### src/rtl/nes_joy_pkg.sv
// Shared constants and types for the joystick register block.
package nes_joy_pkg;

    localparam logic [15:0] JOY0_ADDR = 16'h4016;
    localparam logic [15:0] JOY1_ADDR = 16'h4017;
    localparam logic [15:0] RELEASED  = 16'hFFFF;

    localparam int          SHIFT_W       = 8;
    localparam logic [3:0]  SHIFT_CNT_MAX = 4'd8;

    typedef enum logic [1:0] {
        IDLE = 2'd0,
        REQ  = 2'd1,
        CAP  = 2'd2
    } fetch_state_e;

    // Converts a stored snapshot to the CPU view where 1 means pressed.
    function automatic logic [15:0] pad_view(input logic [15:0] raw, input bit invert);
        logic [15:0] view_v;
        if (invert) begin
            view_v = ~raw;
        end else begin
            view_v = raw;
        end
        return view_v;
    endfunction

endpackage

### src/rtl/nes_joy_shift.sv
// One NES controller serial shift register: parallel reload, shift-left with
// fill 1, and a read counter that saturates once all buttons are consumed.
module nes_joy_shift
    import nes_joy_pkg::*;
(
    input  logic               sysclk,
    input  logic               reset,
    input  logic               load,
    input  logic               shift,
    input  logic [SHIFT_W-1:0] load_val,
    output logic               msb
);

    logic [SHIFT_W-1:0] sh_r;
    logic [3:0]         cnt_r;

    // Reload takes priority over a shift in the same cycle.
    always_ff @(posedge sysclk or posedge reset) begin
        if (reset) begin
            sh_r  <= 8'h00;
            cnt_r <= 4'd0;
        end else if (load) begin
            sh_r  <= load_val;
            cnt_r <= 4'd0;
        end else if (shift) begin
            sh_r <= {sh_r[SHIFT_W-2:0], 1'b1};
            if (cnt_r != SHIFT_CNT_MAX) begin
                cnt_r <= cnt_r + 4'd1;
            end
        end
    end

    assign msb = sh_r[SHIFT_W-1];

endmodule

### src/rtl/nes_joy_regs.sv
// CPU-side joystick registers: drains snapshots from the PHY FIFO and serves
// $4016/$4017 with NES strobe/shift semantics, plus a stale-snapshot watchdog.
module nes_joy_regs
    import nes_joy_pkg::*;
#(
    parameter bit         INVERT_IN = 1'b1,
    parameter int         STALE_CYC = 65535,
    parameter logic [7:0] OPEN_BUS  = 8'h40
) (
    input  logic        sysclk,
    input  logic        reset,
    input  logic        cpu_clock,
    input  logic [15:0] cpu_addr,
    input  logic        cpu_rw,
    input  logic [7:0]  cpu_din,
    output logic [7:0]  cpu_dout,
    output logic        cpu_dsel,
    input  logic        fifo_empty,
    output logic        fifo_rdreq,
    input  logic [15:0] fifo_q,
    output logic        joy_stale,
    output logic        strobe
);

    localparam int                  STALE_W   = $clog2(STALE_CYC + 1);
    localparam logic [STALE_W-1:0]  STALE_MAX = STALE_W'(STALE_CYC);
    localparam logic [STALE_W-1:0]  STALE_ONE = STALE_W'(1);

    fetch_state_e        state_r;
    logic                fifo_rdreq_r;
    logic [15:0]         latest_r;
    logic [STALE_W-1:0]  stale_cnt_r;
    logic                joy_stale_r;
    logic                strobe_r;

    logic                sel_joy0_s;
    logic                sel_joy1_s;
    logic                wr_joy0_s;
    logic                load_s;
    logic                shift0_s;
    logic                shift1_s;
    logic [15:0]         vis_s;
    logic                sh0_msb_s;
    logic                sh1_msb_s;
    logic                pad0_bit_s;
    logic                pad1_bit_s;
    logic                unused_din_s;

    assign sel_joy0_s   = (cpu_addr == JOY0_ADDR);
    assign sel_joy1_s   = (cpu_addr == JOY1_ADDR);
    assign wr_joy0_s    = cpu_clock & ~cpu_rw & sel_joy0_s;
    assign unused_din_s = ^cpu_din[7:1];

    // Fetch FSM plus stale watchdog; a capture overrides a same-cycle timeout.
    always_ff @(posedge sysclk or posedge reset) begin
        if (reset) begin
            state_r      <= IDLE;
            fifo_rdreq_r <= 1'b0;
            latest_r     <= RELEASED;
            stale_cnt_r  <= '0;
            joy_stale_r  <= 1'b1;
        end else begin
            fifo_rdreq_r <= 1'b0;
            if (cpu_clock) begin
                if (stale_cnt_r != STALE_MAX) begin
                    stale_cnt_r <= stale_cnt_r + STALE_ONE;
                end
                if (stale_cnt_r >= STALE_MAX - STALE_ONE) begin
                    latest_r    <= RELEASED;
                    joy_stale_r <= 1'b1;
                end
            end
            case (state_r)
                IDLE: begin
                    if (!fifo_empty) begin
                        state_r      <= REQ;
                        fifo_rdreq_r <= 1'b1;
                    end
                end
                REQ: begin
                    state_r <= CAP;
                end
                CAP: begin
                    latest_r    <= fifo_q;
                    stale_cnt_r <= '0;
                    joy_stale_r <= 1'b0;
                    state_r     <= IDLE;
                end
                default: begin
                    state_r <= IDLE;
                end
            endcase
        end
    end

    // $4016 bit 0 latches the controller strobe.
    always_ff @(posedge sysclk or posedge reset) begin
        if (reset) begin
            strobe_r <= 1'b0;
        end else if (wr_joy0_s) begin
            strobe_r <= cpu_din[0];
        end
    end

    assign vis_s = pad_view(latest_r, INVERT_IN);

    // Reload while strobe is high, on the write raising it, and on the final 1->0 write.
    assign load_s   = cpu_clock & (strobe_r | (wr_joy0_s & cpu_din[0]));
    assign shift0_s = cpu_clock & cpu_rw & sel_joy0_s;
    assign shift1_s = cpu_clock & cpu_rw & sel_joy1_s;

    nes_joy_shift u_pad0 (
        .sysclk   (sysclk),
        .reset    (reset),
        .load     (load_s),
        .shift    (shift0_s),
        .load_val (vis_s[7:0]),
        .msb      (sh0_msb_s)
    );

    nes_joy_shift u_pad1 (
        .sysclk   (sysclk),
        .reset    (reset),
        .load     (load_s),
        .shift    (shift1_s),
        .load_val (vis_s[15:8]),
        .msb      (sh1_msb_s)
    );

    // With strobe held the pads are transparent, so A tracks the newest snapshot.
    assign pad0_bit_s = strobe_r ? vis_s[7]  : sh0_msb_s;
    assign pad1_bit_s = strobe_r ? vis_s[15] : sh1_msb_s;

    // Read mux for the two controller ports.
    always_comb begin
        cpu_dout = 8'h00;
        if (cpu_rw && sel_joy0_s) begin
            cpu_dout = {OPEN_BUS[7:1], pad0_bit_s};
        end else if (cpu_rw && sel_joy1_s) begin
            cpu_dout = {OPEN_BUS[7:1], pad1_bit_s};
        end else begin
            cpu_dout = 8'h00;
        end
    end

    assign cpu_dsel   = cpu_rw & (sel_joy0_s | sel_joy1_s);
    assign fifo_rdreq = fifo_rdreq_r;
    assign joy_stale  = joy_stale_r;
    assign strobe     = strobe_r;

endmodule

### config.mk
export PLATFORM = sky130hd
export DESIGN_NAME = nes_joy_regs
export DESIGN_NICKNAME = d
export VERILOG_FILES = /design/src/rtl/nes_joy_pkg.sv /design/src/rtl/nes_joy_shift.sv /design/src/rtl/nes_joy_regs.sv
export SDC_FILE = /design/constraint.sdc
export NUM_CORES = 1
export LEC_CHECK = 0
export CORE_AREA = 2 2 73 75
export DETAILED_ROUTE_END_ITERATION = 8
export DIE_AREA = 0 0 75 77
export GPL_TIMING_DRIVEN = 0
export PLACE_DENSITY = 0.89
export RECOVER_POWER = 25
export SETUP_SLACK_MARGIN = 0.4
export SLEW_MARGIN = 30
export SYNTH_ARGS = -nofsm -noshare
export SYNTH_HDL_FRONTEND = slang
export SYNTH_HIERARCHICAL = 1
export SYNTH_SLANG_ARGS = --single-unit
### constraint.sdc
create_clock -name sysclk -period 3.64 [get_ports sysclk]
set_input_delay 0.546 -clock sysclk [delete_from_list [all_inputs] [get_ports sysclk]]
set_output_delay 0.546 -clock sysclk [all_outputs]
set_load 0.1 [all_outputs]
==> flow_summary.toml <==
[outcome]
status = "finished clean"

[floorplan]
core_sq_um = 4980
num_rows = 26
dieArea_sq_um = 5780
initial_core_util_pct = 53.9
fp.dieH_um = 77
die_w_um = 75
ios = 57

[finish]
multi_input_comb_area_sq_um = 1160
finish.utilization_pct = 66.6
diodes = 0
stdcell_count = 385
seqCellArea_sq_um = 1350
synthToLayoutAreaGrowth_pct = 23.5
drive_gt1_share_pct = 15.6
nets = 361
fillers = 398
stdcell_area_sq_um = 3320

[timing]
skew_ns = 0.00606
setup_ws_ns = 0.607
finalSetupViolCount = 0
period_needed_ns = 3.03
finalSetupTns_ns = 0
rsz0062_at_grt = "false"
slew_viol_final = 0
tightest_slew_ns = 1.33
timing.hold.ws_ns = 0.494
fmax_mhz = 330
hold_viol = 0
relSlewSlack_pct = 11.3
min_period_over_period_pct = 83.3

[grt]
grt_overflow = 0
antenna_found_initial = 0
track_usage_pct = 20.4
grt_max_degree = 38
grt_pass1_vias = 2098
grt_first_pass_wirelength_mm = 9.09

[cts]
cts.sinks = 53
htree_num_levels = 2
cts_made_buffers = 5
post_cts_buffers = 0
cts_hold_buf = 0
clk_pin_slew_ns = 0.09
clock_latency_ns = 0.31
cts_tree = "yes"
cts-root-buf = "clkbuf_8"
clockBufferDepth = 2

[place]
place_area_sq_um = 3230
place_inst = 377
io_buffer_count = 42
place_congestion = 0.901
dpl.hpwl_mm = 4.16
dpl_worst_slack_ns = -0.227

[worst_setup_path]
startpoint = "cpu_addr[5]"
slowest_stage = "clkdlybuf4s50_1"
arrival_ns = 2.49
crit_chain = "clkdlybuf4s50_1 -> nor4b_1 -> nand3_1 -> nor4_4 -> and2_4 -> clkbuf_4"
path_class = "primary input to output port"
cp_num_buf_inv = 2
startpoint_type = "primary input"
critical_path.max_fanout = 4
crit_family = "simple AND/OR/NAND/NOR gates"
endpoint_kind = "output port"
r2r-start = "stale_cnt_r[7]$_DFFE_PP0P_"
cp.required_ns = 3.09
r2r_slack_ns = 1.77
crit_path_max_incr_delay_ns = 0.40

[drt]
met3_length_um = 351
wl_met2_mm = 2.77
ant_nets = 0
post_drt_wl_per_cell_um = 14.1
via_count = 2084
vias_per_cell = 5.41
post-route-drc-count = 0
highest_layer = "met4"
firstDrtPassIters = 4
m1WireLength_mm = 2.24
routed_wl_mm = 5.44
first_iter_violations = 80

[synth]
ys_ff_latch = 53
synth_compound_area_share_pct = 14.9
synth_cell_types = 50
async_reset_ff_share_pct = 100
ys_top_cells_by_area = "dfrtp_1 34%, dfstp_2 17%, mux2i_1 6.0%"
ys_warn_count = 6
synth_adder_area_share_pct = 0.932
synth_top_area_share_pct = 33.6
avgSynthCellArea_sq_um = 10.3
ys_seq_area_share_pct = 50.2
synth_ff_type = "dfrtp_1"
synthXorXnorAreaFrac_pct = 0.979
synth_top_family_by_area = "simple AND/OR/NAND/NOR gates"
synthMuxAreaShare_pct = 7.23
synth_cells = 260
yosys.area.top_type = "dfrtp_1"
synth.cell_area_sq_um = 2680
synth-simple-area-share_pct = 17.4
synth_edf_count = 0

[pwr]
vdd_drop_max_uv = 251
power_density_nw_per_um2 = 428
leakagePower_nw = 1.44
finalPower_mw = 1.42

[worst_hold_path]
holdCritPathClass = "flop to flop"
worstHoldStart = "state_r[0]$_DFFE_PP0P_"

[run]
maxCapViolations = 0
## registers in the layout (all words and copies together), names as in the netlist
register,flops
latest_r,16
stale_cnt_r,16
u_pad0/sh_r,8
u_pad1/sh_r,8
state_r,2
fifo_rdreq,1
joy_stale,1
strobe,1
## layout make-up
type	instances	share of cell area, %
repair buffers	42	12.5
plain buffers	17	4.15
inverters	22	2.49
clock inverters	2	0.453
clock buffers	6	2.19
multi-input cells	173	34.9
well taps	70	2.64
flip-flops and latches	53	40.6
## placed cells by master (no fill, tap or decap), drive strengths merged, types with 3 or more instances in the layout
master and count:
a21oi 7, conb 6, nor3 5, nand4 8, or4 3, mux2i 16, dfrtp 36, dfstp 17
nand2b 4, o22a 16, buf 14, and4 3, clkbuf 10, nor2 13, clkdlybuf4s50 37, nand2 23
or3 5, nor4 4, o21ai 22, inv 22, nand3 7
## final timing paths
kind                                              end  cells past startpoint
setup / recovery                          cpu_dout[0]                      6
hold / removal                   fifo_rdreq$_DFF_PP0_                      1
setup reg to reg              latest_r[4]$_DFFE_PP1P_                      5
hold reg to reg                  fifo_rdreq$_DFF_PP0_                      1
max in group asynchronous  stale_cnt_r[5]$_DFFE_PP0P_                      2
min in group asynchronous  u_pad0/sh_r[6]$_DFFE_PP0P_                      2
## metal layers
layer | track usage [%] | up-vias
met5 | 0 | -
met3 | 3.55 | 9
met2 | 34.3 | 64
li1 | - | 1030
met1 | 25.1 | 981
met4 | 8.75 | 0
## synthesized netlist by cell type, types with 2 or more instances
cell / count
dfrtp_1: 36
nand2_1: 23
inv_1: 22
dfstp_2: 17
mux2i_1: 16
o22a_1: 16
o21ai_1: 15
nor2_1: 13
nand4_1: 8
a21oi_1: 7
buf_4: 7
o21ai_0: 7
nand3_1: 6
buf_6: 5
nor3_1: 5
or3_1: 5
nand2b_1: 4
nor4_1: 4
clkbuf_1: 3
a31oi_1: 2
a41o_1: 2
and3_1: 2
and4_1: 2
ha_1: 2
nor4bb_1: 2
o21a_1: 2
o31ai_1: 2
or4_1: 2
xnor2_1: 2
## cells by family after synthesis
family | Yosys count
compound gates | 59
xor+xnor | 3
fa+ha+maj | 2
buf+inv | 39
flops | 53
mux | 18
other cells | 1
simple gates | 85
## worst register-to-register path: stages (launching register included)
cell,delay [ns]
dfrtp_1,0.46
and4_2,0.29
nand3_1,0.10
o21ai_1,0.46
buf_2,0.32
o22a_1,0.17
## repair_timing
| item | CTS | global route |
|---|---|---|
| endpoints found under the setup margin | 3 | 2 |
| gates resized for setup | 10 | 5 |
| pin swaps | 0 | 0 |
## report_power, final
group | leakage [nW] | internal, mW | switching, mW
Clock | 0.0374 | 0.136 | 0.193
Sequential | 0.673 | 0.728 | 0.0699
Combinational | 0.726 | 0.137 | 0.157
Total | 1.44 | 1.00 | 0.420
No activity file was read; power rests on OpenSTA's default activity.
